[src/rtl/one_wire_rx_ctrl.sv]
// rtl/one_wire_rx_ctrl.sv - 1-wire master: bus reset, presence detect, command byte out, read bytes into a buffer
// All bus intervals are counted in clk cycles derived from CLK_PER_US.
module one_wire_rx_ctrl #(
    parameter int CLK_PER_US = 50,
    parameter int MAX_BYTES  = 32
) (
    input  logic       i_clk,
    input  logic       i_reset,
    input  logic       i_start,
    input  logic [7:0] i_cmd_byte,
    input  logic [5:0] i_rd_count,
    input  logic       i_ow_in,
    output logic       o_ow_drive_low,
    output logic       o_busy,
    output logic       o_done,
    output logic       o_no_presence,
    output logic       o_write,
    output logic [4:0] o_write_address,
    output logic [7:0] o_data_in
);

    localparam int CW = $clog2(480 * CLK_PER_US + 1);

    // Terminal counts are the last cycle of each interval; low lengths are cycle counts.
    localparam logic [CW-1:0] T_RST  = CW'(480 * CLK_PER_US - 1);
    localparam logic [CW-1:0] T_PRES = CW'(70 * CLK_PER_US - 1);
    localparam logic [CW-1:0] T_REST = CW'(410 * CLK_PER_US - 1);
    localparam logic [CW-1:0] T_SLOT = CW'(70 * CLK_PER_US - 1);
    localparam logic [CW-1:0] T_LOW1 = CW'(6 * CLK_PER_US);
    localparam logic [CW-1:0] T_LOW0 = CW'(60 * CLK_PER_US);
    localparam logic [CW-1:0] T_SAMP = CW'(15 * CLK_PER_US);
    localparam logic [5:0]    MAX_CNT = 6'(MAX_BYTES);

    typedef enum logic [2:0] {
        S_IDLE,
        S_RST_LOW,
        S_PRES_WAIT,
        S_PRES_REST,
        S_TX_SLOT,
        S_RX_SLOT,
        S_STORE,
        S_FINISH
    } state_t;

    state_t        r_state;
    logic [CW-1:0] r_cnt;
    logic [2:0]    r_bit;
    logic [7:0]    r_cmd;
    logic [7:0]    r_shift;
    logic [5:0]    r_rd_count;
    logic [5:0]    r_byte_idx;
    logic          r_sync1;
    logic          r_sync2;

    logic [CW-1:0] w_cnt_nxt;
    logic [CW-1:0] w_tx_low;
    logic [5:0]    w_idx_nxt;

    assign w_cnt_nxt = r_cnt + 1'b1;
    assign w_tx_low  = r_cmd[0] ? T_LOW1 : T_LOW0;
    assign w_idx_nxt = r_byte_idx + 6'd1;

    // Idle bus level is high, so the synchronizer resets to 1.
    always_ff @(posedge i_clk or posedge i_reset) begin
        if (i_reset) begin
            r_sync1 <= 1'b1;
            r_sync2 <= 1'b1;
        end else begin
            r_sync1 <= i_ow_in;
            r_sync2 <= r_sync1;
        end
    end

    always_ff @(posedge i_clk or posedge i_reset) begin
        if (i_reset) begin
            r_state         <= S_IDLE;
            r_cnt           <= '0;
            r_bit           <= '0;
            r_cmd           <= '0;
            r_shift         <= '0;
            r_rd_count      <= '0;
            r_byte_idx      <= '0;
            o_ow_drive_low  <= 1'b0;
            o_busy          <= 1'b0;
            o_done          <= 1'b0;
            o_no_presence   <= 1'b0;
            o_write         <= 1'b0;
            o_write_address <= '0;
            o_data_in       <= '0;
        end else begin
            o_write <= 1'b0;
            o_done  <= 1'b0;
            case (r_state)
                S_IDLE: begin
                    if (i_start) begin
                        r_cmd          <= i_cmd_byte;
                        r_rd_count     <= (i_rd_count > MAX_CNT) ? MAX_CNT : i_rd_count;
                        o_no_presence  <= 1'b0;
                        o_busy         <= 1'b1;
                        r_cnt          <= '0;
                        o_ow_drive_low <= 1'b1;
                        r_state        <= S_RST_LOW;
                    end
                end
                S_RST_LOW: begin
                    if (r_cnt == T_RST) begin
                        r_cnt          <= '0;
                        o_ow_drive_low <= 1'b0;
                        r_state        <= S_PRES_WAIT;
                    end else begin
                        r_cnt <= w_cnt_nxt;
                    end
                end
                S_PRES_WAIT: begin
                    if (r_cnt == T_PRES) begin
                        r_cnt <= '0;
                        if (r_sync2) begin
                            o_no_presence <= 1'b1;
                            o_done        <= 1'b1;
                            o_busy        <= 1'b0;
                            r_state       <= S_FINISH;
                        end else begin
                            r_state <= S_PRES_REST;
                        end
                    end else begin
                        r_cnt <= w_cnt_nxt;
                    end
                end
                S_PRES_REST: begin
                    if (r_cnt == T_REST) begin
                        r_cnt          <= '0;
                        r_bit          <= '0;
                        o_ow_drive_low <= 1'b1;
                        r_state        <= S_TX_SLOT;
                    end else begin
                        r_cnt <= w_cnt_nxt;
                    end
                end
                S_TX_SLOT: begin
                    // The drive level is registered, so it is decided for the count being entered.
                    if (r_cnt == T_SLOT) begin
                        r_cnt <= '0;
                        r_cmd <= {1'b0, r_cmd[7:1]};
                        r_bit <= r_bit + 3'd1;
                        if (r_bit == 3'd7) begin
                            if (r_rd_count == 6'd0) begin
                                o_ow_drive_low <= 1'b0;
                                o_done         <= 1'b1;
                                o_busy         <= 1'b0;
                                r_state        <= S_FINISH;
                            end else begin
                                r_byte_idx     <= '0;
                                o_ow_drive_low <= 1'b1;
                                r_state        <= S_RX_SLOT;
                            end
                        end else begin
                            o_ow_drive_low <= 1'b1;
                        end
                    end else begin
                        r_cnt          <= w_cnt_nxt;
                        o_ow_drive_low <= (w_cnt_nxt < w_tx_low);
                    end
                end
                S_RX_SLOT: begin
                    if (r_cnt == T_SLOT) begin
                        r_cnt <= '0;
                        r_bit <= r_bit + 3'd1;
                        if (r_bit == 3'd7) begin
                            o_write         <= 1'b1;
                            o_write_address <= r_byte_idx[4:0];
                            o_data_in       <= r_shift;
                            o_ow_drive_low  <= 1'b0;
                            r_state         <= S_STORE;
                        end else begin
                            o_ow_drive_low <= 1'b1;
                        end
                    end else begin
                        r_cnt          <= w_cnt_nxt;
                        o_ow_drive_low <= (w_cnt_nxt < T_LOW1);
                        if (r_cnt == T_SAMP) begin
                            r_shift <= {r_sync2, r_shift[7:1]};
                        end
                    end
                end
                S_STORE: begin
                    r_byte_idx <= w_idx_nxt;
                    if (w_idx_nxt == r_rd_count) begin
                        o_ow_drive_low <= 1'b0;
                        o_done         <= 1'b1;
                        o_busy         <= 1'b0;
                        r_state        <= S_FINISH;
                    end else begin
                        o_ow_drive_low <= 1'b1;
                        r_state        <= S_RX_SLOT;
                    end
                end
                S_FINISH: begin
                    r_state <= S_IDLE;
                end
                default: begin
                    o_ow_drive_low <= 1'b0;
                    o_busy         <= 1'b0;
                    r_state        <= S_IDLE;
                end
            endcase
        end
    end

endmodule

[config.mk]
export PLATFORM = sky130hd
export DESIGN_NAME = one_wire_rx_ctrl
export DESIGN_NICKNAME = d
export VERILOG_FILES = /design/src/rtl/one_wire_rx_ctrl.sv
export SDC_FILE = /design/constraint.sdc
export NUM_CORES = 1
export LEC_CHECK = 0
export BUFFER_PORTS_ARGS = -buffer_cell sky130_fd_sc_hd__buf_2
export CORE_MARGIN = 5
export CORE_UTILIZATION = 65
export CTS_CLUSTER_DIAMETER = 200
export DETAILED_ROUTE_END_ITERATION = 16
export PLACE_DENSITY_LB_ADDON = 0.3
export SKIP_CTS_REPAIR_TIMING = 1
export SLEW_MARGIN = 10
export SYNTH_ARGS = -nofsm -noshare
export SYNTH_HDL_FRONTEND = slang
export SYNTH_SLANG_ARGS = --single-unit
[constraint.sdc]
create_clock -name i_clk -period 4.5 [get_ports i_clk]
set_input_delay 0.225 -clock i_clk [delete_from_list [all_inputs] [get_ports i_clk]]
set_output_delay 0.225 -clock i_clk [all_outputs]
set_load 0.01 [all_outputs]
Word-level counts from Yosys, hierarchy flattened
Cells that the tools add are included.
- add/subtract/negate cells: 3
- multipliers: 0
- divide/modulo/power cells: 0
- magnitude comparators: 3
- equality and inequality tests: 26
- shift-type cells: 0
- muxes and demuxes: 60
- bitwise gates (word level): 1
- reductions and logical operators: 22
- operators by type and width (operator ; count):
    $mux W15 ; 4
    $pmux W15 S4 ; 1
    $mux W3 ; 11
    $eq A15 B15 Y1 const B ; 2
    $mux W1 ; 27
    $mux W6 ; 4
    $ne A2 B2 Y1 const B ; 12
    $pmux W3 S8 ; 1
    $mux W8 ; 2
    $pmux W8 S2 ; 1
    $reduce_and A8 Y1 ; 2
    $add A15 B1 Y15 const B ; 1
    $eq A15 B10 Y1 const B ; 1
    $eq A15 B12 Y1 const B ; 1
    $eq A3 B3 Y1 const B ; 5
    $lt A15 B12 Y1 ; 1
    $lt A15 B9 Y1 const B ; 1
    $mux W12 ; 1
    $pmux W6 S2 ; 1
    $reduce_and A3 Y1 ; 4
    $reduce_and A4 Y1 ; 3
    $reduce_bool A2 Y1 ; 4
    $reduce_bool A4 Y1 ; 2
    $add A6 B1 Y6 const B ; 1
    19 further kinds ; 22
- register bits after elaboration: 69
- bits in latches: 0
- memory bits (writable): 0
- memory bits (read-only): 0
- bits of input ports: 18
- memories kept: 0

Depth between registers and ports, before layout
Gate-level depths: netlist of the first run.
- depth in word-level cells: 5
- mapped depth: 11
- depth with buffers taken out: 10

Worst setup path before layout of the first run
Ideal clock, no wire load.
- path type: register to register
- from: reg r_cnt[5]
- to: reg o_ow_drive_low
- setup time: 0.124 ns
- data arrival time: 2.542 ns
- required time: 4.376 ns
- slack: 1.834 ns
- cell stages (with the launch flop): 12
- cells stage by stage: dfrtp_1 > clkbuf_1 > and4_1 > and3_1 > xor2_1 > ha_1 > nand2_1 > or4_1 > a211oi_1 > o211ai_1 > a32oi_1 > o21ai_1
- word-level cells in the longest chain between the ends: 4
- elaborated cells on any way between the ends: 12
- RTL lines (item ; RTL line ; source):
    from (decl) ; 46 ; logic [CW-1:0] r_cnt;
    from (signal assigned) ; 111 ; r_cnt <= w_cnt_nxt;
    from (signal assigned) ; 126 ; r_cnt <= w_cnt_nxt;
    from (signal assigned) ; 136 ; r_cnt <= w_cnt_nxt;
    $add A15 B1 Y15 ; 59 ; assign w_cnt_nxt = r_cnt + 1'b1;
    $lt A15 B9 Y1 / $lt A15 B12 Y1 (equally long branches) ; 179, 161 ;
    $mux W1 (on tied branches) ; 165, 141 ;
    $pmux W1 S6 ; 93 ; case (r_state)
    to (signal assigned) ; 161 ; o_ow_drive_low <= (w_cnt_nxt < w_tx_low);
    to (signal assigned) ; 179 ; o_ow_drive_low <= (w_cnt_nxt < T_LOW1);
    to (decl) ; 13 ; output logic o_ow_drive_low,
Parallel ways exist; a longest one is shown, timed or not.
A chain may end at the register's enable or synchronous reset.

Worst setup path in the final report of the first run
- from: reg r_cnt[2]
- to: reg o_ow_drive_low
The elaborated chain is that of the path after synthesis.

==> results.json, run 1 <==
{
  "clock_latency_ns": 0.35,
  "setup_viol": 0,
  "yosysWarnings": 0,
  "tritoncts": "yes",
  "initialDrtViolationCount": 207,
  "power_density_nw_per_um2": 265.1,
  "n_antenna_cell": 0,
  "synth-edff-count": 0,
  "vdd_drop_max_mv": 0.2229,
  "post_drt_wl_per_cell_um": 16.41,
  "first_global_vias": 3187,
  "drv_cap": 0,
  "postSynthCellCount": 431,
  "grt_max_degree": 70,
  "num_rows": 29,
  "skew_ns": 0.01395,
  "synthToLayoutAreaGrowth_pct": 7.528,
  "dpl.hpwl_um": 5965,
  "vias": 3364,
  "die_w_um": 89.47,
  "antenna_found_initial": 0,
  "syn_nets": 458,
  "synth_top_area_share": 0.4084,
  "grt.total_usage": 0.2397,
  "hp-class": "input port to async pin",
  "place.gp.congestion": 0.9164,
  "slew-limit-headroom": 0.4383,
  "synthArstFlopShare": 1.000,
  "finalHoldViolCount": 0,
  "htree_levels": 3,
  "drive_gt1_frac": 0.1947,
  "ys_ff_latch": 69,
  "core_um2": 6241,
  "clkTransAtPathRegs_ns": 0.08,
  "initial_utilization": 0.6578,
  "finalCritPeriodShare": 0.6638,
  "synth_ff_type": "dfrtp_1",
  "fin_nets": 480,
  "timing.final.crit_period_ns": 2.987,
  "ant_nets": 0,
  "avgSynthCellArea_um2": 9.525,
  "drc": 0,
  "synthTopCellsByCount": "dfrtp_1, nand2_1, a21oi_1, o21ai_0, nor2_1",
  "ys_types": 75,
  "startpoint_type": "register",
  "die_h_um": 89.47,
  "die-area_um2": 8005,
  "first_pass_iters": 5,
  "ios": 36,
  "crit_type": "register to register",
  "worst_ep_required_time_ns": 4.72,
  "run_status": "completed",
  "synth_top_area_cell": "dfrtp_1",
  "routed_via_density": 6.300,
  "clock_sinks": 69,
  "r2r_cells": 10,
  "slew_viol_final": 0,
  "yosysSeqAreaShare": 0.4212,
  "tns_ns": 0,
  "synth.most_common_cell": "dfrtp_1",
  "clock_path_buffers": 2,
  "cp-end-kind": "register",
  "synth_area_um2": 4105,
  "yosys-top-cells-area": "dfrtp_1, nand2_1, mux2_2",
  "path_max_fanout": 15,
  "rsz0062_at_grt": "false",
  "whs_ns": 0.1239,
  "tightest_slew_ns": 0.8425,
  "power_leakage_nw": 2.101,
  "grt-ovfl-total": 0,
  "numPortBuffers": 35,
  "drt_wl_total_um": 8761,
  "max_freq_ghz": 0.3348,
  "grt_first_pass_wirelength_um": 14950,
  "cp.arrival_ns": 3.21,
  "ctsRootBufferMaster": "clkbuf_8",
  "numCtsBuffers": 9
}
layout make-up:
| type | count | area, um^2 |
|---|---|---|
| clock buffers | 11 | 151.4 |
| clock inverters | 4 | 47.55 |
| fillers | 481 | 1827 |
| inverters | 14 | 52.55 |
| multi-input cells | 321 | 2137 |
| flip-flops and latches | 69 | 1729 |
| well taps | 77 | 96.34 |
| repair buffers | 38 | 200.2 |
worst max-delay path, cell delays in order, from the launching register on:
cell	delay, ns
dfrtp_1	0.63
and4_1	0.41
nand4_1	0.15
xnor2_1	0.19
ha_1	0.32
nand2_1	0.06
or4_1	0.42
a211oi_1	0.26
o211ai_1	0.12
a32oi_1	0.20
o21ai_1	0.08
routing by layer:
metal	wire length (um)	track usage
met1	3814	0.3186
met2	4177	0.3818
met3	593	0.05714
met4	176	0.08931
met5	0	0
kinds of logic (layout without fill, tap and decap cells):
kind of cell    after synthesis  in the layout  share of synthesized area
simple gates                162            162                     0.2146
compound gates              111            111                     0.1810
flops                        69             69                     0.4212
buf+inv                      41             67                    0.05821
mux                          23             23                    0.06340
xor+xnor                     16             16                    0.03413
fa+ha+maj                     9              9                    0.02743
path summary, 6_finish.rpt:
kind,end,start,slack [ns]
setup / recovery,o_ow_drive_low,r_cnt[2],1.51
hold reg to reg,r_sync2,r_sync1,0.35
setup reg to reg,o_ow_drive_low,r_cnt[2],1.51
min in group i_clk,r_rd_count[3],i_rd_count[3],0.13
hold / removal,o_data_in[4],i_reset,0.12
max in group asynchronous,r_cnt[3],i_reset,3.82
where the power goes:
| part | internal (mW) | switching (mW) |
|---|---|---|
| registers | 0.625 | 0.00374 |
| logic | 0.0136 | 0.0216 |
| clock network | 0.281 | 0.225 |
| total | 0.920 | 0.250 |
layout by cell type (no fill, tap or decap), types with 11 or more instances in the layout:
cell type  count
buf_2         35
a31oi_1       17
inv_1         12
clkbuf_8      11
dfrtp_1       67
xnor2_1       11
o21ai_0       23
nor2_1        22
nand2_1       59
mux2_2        14
a21oi_1       23
nand3_1       13
through the flow:
stage | area [um^2] | util | worst slack [ns] | power, mW | instances
2_1_floorplan | 4105 | - | 1.834 | 0.6604 | 431
3_3_place_gp | 4205 | 0.6738 | 1.692 | 0.6750 | 518
3_5_place_dp | 4205 | 0.6738 | 1.594 | 0.6761 | 518
4_1_cts | 4404 | 0.7057 | 1.559 | 1.181 | 533
5_1_grt | 4414 | 0.7073 | 1.349 | 1.222 | 534
6_report | 4414 | 0.7073 | 1.513 | 1.170 | 534
flip-flops by register name (all words and copies together), names as in the netlist:
name / flops
o_no_presence: 1
r_rd_count: 6
r_shift: 8
o_write_address: 5
o_write: 1
r_bit: 3
r_sync1: 1
r_sync2: 1
r_state: 3
r_byte_idx: 6
o_busy: 1
r_cmd: 8
r_cnt: 15
o_ow_drive_low: 1
o_data_in: 8
o_done: 1
No activity file was read; power rests on OpenSTA's default activity.
==> run 2, diff against run 1 <==
--- a/config.mk
+++ b/config.mk
@@ -7,7 +7,7 @@
 export LEC_CHECK = 0
 export BUFFER_PORTS_ARGS = -buffer_cell sky130_fd_sc_hd__buf_2
 export CORE_MARGIN = 5
-export CORE_UTILIZATION = 65
+export CORE_UTILIZATION = 60
 export CTS_CLUSTER_DIAMETER = 200
 export DETAILED_ROUTE_END_ITERATION = 16
 export PLACE_DENSITY_LB_ADDON = 0.3
==> constraint.sdc (replaced) <==
create_clock -name i_clk -period 2.75 [get_ports i_clk]
set_input_delay 0.1375 -clock i_clk [delete_from_list [all_inputs] [get_ports i_clk]]
set_output_delay 0.1375 -clock i_clk [all_outputs]
set_load 0.01 [all_outputs]
==> run 2 against run 1 <==
Compared with the run above: sequential power rose by 64%; critical path depth unchanged; first-iteration DRC count fell by 2.9%; core utilization decreased by 1.3 points; clock power up 84%; maximum frequency rose by 13%; via count is 3.4% higher; routed wire length is 8.6% higher; cell count increased by 6.0%; worst setup slack lost 1.4 ns; global-route usage shrank 0.12 points; largest power group unchanged; highest routed layer unchanged.
==> results.json, run 2 (synthesis results as in run 1) <==
{
  "grt_first_pass_wirelength_um": 16440,
  "tritoncts": "yes",
  "clkTransAtPathRegs_ns": 0.08,
  "ctsRootBufferMaster": "clkbuf_8",
  "grt-ovfl-total": 0,
  "reg2reg_slack_ns": 0.10,
  "max_freq_ghz": 0.3777,
  "hp-class": "input port to async pin",
  "vdd_drop_max_mv": 0.2994,
  "slew_viol_final": 0,
  "slew-limit-headroom": 0.4310,
  "antenna_found_initial": 0,
  "post_drt_wl_per_cell_um": 16.81,
  "power_leakage_nw": 2.242,
  "htree_levels": 3,
  "first_pass_iters": 5,
  "vias": 3480,
  "n_antenna_cell": 0,
  "largest_reg_flops": 15,
  "dpl.hpwl_um": 6894,
  "ant_nets": 0,
  "routed_via_density": 6.148,
  "skew_ns": 0.008026,
  "path_max_fanout": 5,
  "finalHoldViolCount": 0,
  "rsz0062_at_grt": "false",
  "die_w_um": 92.72,
  "numCtsBuffers": 9,
  "place.gp.congestion": 0.9114,
  "p_total_mw": 2.018,
  "clock_latency_ns": 0.36,
  "grt.total_usage": 0.2385,
  "cp_slowest_stage_delay_ns": 0.45,
  "crit_type": "register to register",
  "initial_utilization": 0.6110,
  "timing.final.crit_period_ns": 2.647,
  "cpMaxStageDelayCell": "or4_1",
  "r2r_cells": 10,
  "tns_ns": 0,
  "drt_wl_total_um": 9513,
  "synthToLayoutAreaGrowth_pct": 13.68,
  "clock_sinks": 69,
  "num_rows": 30,
  "first_global_vias": 3350,
  "finalCritPeriodShare": 0.9627,
  "setup_viol": 0,
  "path_cells": "and4_1 > and3_1 > xor2_1 > ha_1 > nand2_1 > or4_1 > a211oi_2 > o211ai_1 > a32oi_1 > o21ai_1",
  "cp.arrival_ns": 2.88,
  "worst_ep_required_time_ns": 2.99,
  "core_um2": 6719,
  "die_h_um": 92.72,
  "final_common_cell": "dfrtp_1",
  "reg2reg_to": "o_ow_drive_low",
  "run_status": "completed",
  "startpoint_type": "register",
  "die-area_um2": 8596,
  "clock_path_buffers": 2,
  "drc": 0,
  "initialDrtViolationCount": 201,
  "tightest_slew_ns": 0.8534,
  "final_cell_mix": "dfrtp_1, nand2_1, buf_2",
  "numPortBuffers": 35,
  "power_density_nw_per_um2": 432.4,
  "fin_nets": 508,
  "grt_max_degree": 70,
  "drive_gt1_frac": 0.2490,
  "drv_cap": 0,
  "r2r_start": "r_cnt[7]",
  "regMostFlops": "r_cnt",
  "cp-end-kind": "register",
  "ios": 36
}
==> run 2: how the worst max path moves through the flow <==
stage | from | depth (start not counted) | end | slack, ns
detailed placement | r_cnt[7] | 10 | o_ow_drive_low | 0.11
global placement | r_cnt[4] | 6 | o_write_address[1] | 0.24
floorplan | r_cnt[5] | 11 | o_ow_drive_low | 0.08
CTS | r_cnt[7] | 10 | o_ow_drive_low | 0.09
global route | r_cnt[7] | 10 | o_ow_drive_low | 0.005
finish | r_cnt[7] | 10 | o_ow_drive_low | 0.10
==> run 2: through the flow <==
stage | hold WS [ns] | instances | util | worst slack [ns] | area [um^2]
finish | 0.02529 | 566 | 0.6946 | 0.1027 | 4667
global route | 0.03665 | 566 | 0.6946 | 0.005458 | 4667
CTS | -0.1263 | 564 | 0.6896 | 0.09363 | 4633
detailed placement | 0.2485 | 548 | 0.6566 | 0.1093 | 4412
global placement | 0.2439 | 548 | 0.6566 | 0.2393 | 4412
floorplan | 0.1420 | 431 | - | 0.08365 | 4105
==> run 2: routing by layer <==
| layer | vias up | GRT usage | routed length, um |
|---|---|---|---|
| met4 | 0 | 0.08425 | 228 |
| met2 | 98 | 0.3909 | 4631 |
| met3 | 25 | 0.05361 | 543 |
| met1 | 1675 | 0.3114 | 4109 |
| li1 | 1682 | - | - |
| met5 | - | 0 | 0 |
==> run 2: where the power goes <==
part	switching (mW)	total, mW	internal, mW
sequential	0.00623	1.03	1.02
clock	0.417	0.932	0.515
combinational	0.0351	0.0575	0.0223
==> run 2: area by class of cell <==
class                   count  area, um^2
clock buffers               9       123.9
clock inverters             7       97.59
fillers                   521        2052
inverters                  14       56.30
multi-input cells         321        2152
flip-flops and latches     69        1729
well taps                  80       100.1
repair buffers             65       402.9
repair inverters            1       5.005
==> run 2: worst max-delay path: cells and delay by family (launching register included) <==
family	cells	cell delay, ns
compound gates	4	0.67
xor+xnor	1	0.16
flops	1	0.42
simple gates	4	0.99
fa+ha+maj	1	0.28
==> run 3, diff against run 2 <==
--- a/config.mk
+++ b/config.mk
@@ -7,7 +7,7 @@
 export LEC_CHECK = 0
 export BUFFER_PORTS_ARGS = -buffer_cell sky130_fd_sc_hd__buf_2
 export CORE_MARGIN = 5
-export CORE_UTILIZATION = 60
+export CORE_UTILIZATION = 65
 export CTS_CLUSTER_DIAMETER = 200
 export DETAILED_ROUTE_END_ITERATION = 16
 export PLACE_DENSITY_LB_ADDON = 0.3
==> constraint.sdc (replaced) <==
create_clock -name i_clk -period 3.4 [get_ports i_clk]
set_input_delay 0.17 -clock i_clk [delete_from_list [all_inputs] [get_ports i_clk]]
set_output_delay 0.17 -clock i_clk [all_outputs]
set_load 0.01 [all_outputs]
==> run 3 against run 2 <==
Compared with the run above: the run now ends with negative hold slack left; sequential cell count unchanged; first-iteration DRC count increased by 25%; critical path depth unchanged.
==> results.json, run 3 (synthesis results as in run 1) <==
{
  "run_status": "finished with violations",
  "violations": "negative hold slack",
  "slew_viol_final": 0,
  "timing.final.crit_period_ns": 2.982,
  "n_antenna_cell": 0,
  "htree_levels": 3,
  "clock_path_buffers": 2,
  "finalHoldViolCount": 37,
  "place_inst": 524,
  "crit_type": "register to register",
  "antenna_found_initial": 0,
  "finalCritPeriodShare": 0.8772,
  "post_drt_wl_per_cell_um": 16.58,
  "vias": 3393,
  "r2r_start": "r_cnt[2]",
  "drt_wl_total_um": 8972,
  "ctsRootBufferMaster": "clkbuf_8",
  "vdd_drop_max_mv": 0.2834,
  "drive_gt1_frac": 0.2026,
  "final_common_cell": "dfrtp_1",
  "p_seq_frac": 0.519,
  "place_ws_ns": 0.4676,
  "rsz0062_at_grt": "false",
  "largest_reg_flops": 15,
  "clkTransAtPathRegs_ns": 0.08,
  "die_h_um": 89.47,
  "r2r_cells": 10,
  "first_global_vias": 3210,
  "clock_sinks": 69,
  "drv_cap": 0,
  "final_cell_area_um2": 4478,
  "die_w_um": 89.47,
  "finalWorstSetupSlack_ns": 0.4176,
  "initialDrtViolationCount": 252,
  "reg2reg_slack_ns": 0.42,
  "skew_ns": 0.01219,
  "cp-end-kind": "register",
  "dpl.hpwl_um": 6286,
  "grt_first_pass_wirelength_um": 15170,
  "numPortBuffers": 35,
  "core_um2": 6241,
  "initial_utilization": 0.6578,
  "nFillCells": 493,
  "ant_nets": 0,
  "p_switching_mw": 0.3275,
  "setup_viol": 0,
  "num_rows": 29,
  "first_pass_iters": 5,
  "clock_latency_ns": 0.35,
  "pwr-share-clk": 0.452,
  "tritoncts": "yes",
  "place.gp.congestion": 0.9714,
  "cp.arrival_ns": 3.21,
  "reg2reg_to": "o_ow_drive_low",
  "power_density_nw_per_um2": 358.5,
  "switching_share": 0.2040,
  "fin_nets": 486,
  "postPlaceCellArea_um2": 4250,
  "power_leakage_nw": 2.137,
  "grt.total_usage": 0.2458,
  "max_freq_ghz": 0.3353,
  "worst_ep_required_time_ns": 3.62,
  "intPower_mw": 1.278,
  "whs_ns": -0.04797,
  "hp-class": "input port to async pin",
  "instances_no_fill": 541,
  "gr-max-usage-layer": "met2",
  "tightest_slew_ns": 0.9416,
  "multi_input_area_um2": 2137,
  "register_area_um2": 1729,
  "p_total_mw": 1.606,
  "final_cell_mix": "dfrtp_1, nand2_1, buf_2",
  "grt-ovfl-total": 0,
  "startpoint_type": "register",
  "tns_ns": 0,
  "path_max_fanout": 15,
  "numCtsBuffers": 9,
  "pwr-share-comb": 0.029,
  "grt.met3_usage": 0.05622,
  "grt_max_degree": 39,
  "synthToLayoutAreaGrowth_pct": 9.082,
  "grtUsageMet2": 0.3925,
  "routed_via_density": 6.272,
  "slew-limit-headroom": 0.3723,
  "ios": 36,
  "drc": 0,
  "die-area_um2": 8005,
  "grt_use_met1": 0.3234,
  "regMostFlops": "r_cnt"
}
-- run 3: power groups by stage --
stage / registers [mW] / logic [mW] / clock network, mW
finish: 0.833 / 0.0469 / 0.726
global route: 0.833 / 0.0546 / 0.789
CTS: 0.833 / 0.0471 / 0.742
detailed placement: 0.848 / 0.0468 / 0
global placement: 0.848 / 0.0451 / 0
floorplan: 0.846 / 0.0277 / 0
-- run 3: critical path, cell delays in order (launching register included) --
cell,delay (ns)
dfrtp_1,0.62
and4_1,0.45
nand4_1,0.15
xnor2_1,0.18
ha_1,0.31
nand2_1,0.07
or4_1,0.42
a211oi_1,0.26
o211ai_1,0.12
a32oi_1,0.20
o21ai_1,0.09
-- run 3: layout make-up --
| type | instances | area share |
|---|---|---|
| Inverter | 14 | 0.01174 |
| Clock inverter | 4 | 0.01621 |
| Multi-Input combinational cell | 321 | 0.4772 |
| Timing Repair Buffer | 44 | 0.05476 |
| Clock buffer | 12 | 0.03241 |
| Sequential cell | 69 | 0.3861 |
| Tap cell | 77 | 0.02151 |
-- run 3: metal layers --
metal / wire, um / share of wire / vias up
met5: 0 / 0 / -
met4: 212 / 0.024 / 0
met3: 594 / 0.066 / 20
met2: 4214 / 0.47 / 133
met1: 3952 / 0.44 / 1596
li1: - / - / 1644
-- run 3: worst max path at each step --
stage	to	slack, ns	depth (start not counted)	from
2_1_floorplan	o_ow_drive_low	0.73	11	r_cnt[5]
3_3_place_gp	o_ow_drive_low	0.56	10	r_cnt[2]
3_5_place_dp	o_ow_drive_low	0.47	10	r_cnt[2]
4_1_cts	o_ow_drive_low	0.47	10	r_cnt[2]
5_1_grt	o_ow_drive_low	0.23	10	r_cnt[2]
6_report	o_ow_drive_low	0.42	10	r_cnt[2]
-- run 3: per-stage QoR --
step | utilization | hold WS, ns
2_1_floorplan | - | 0.1745
3_3_place_gp | 0.6810 | 0.2748
3_5_place_dp | 0.6810 | 0.2767
4_1_cts | 0.7159 | -0.09531
5_1_grt | 0.7175 | 0.01474
6_report | 0.7175 | -0.04797
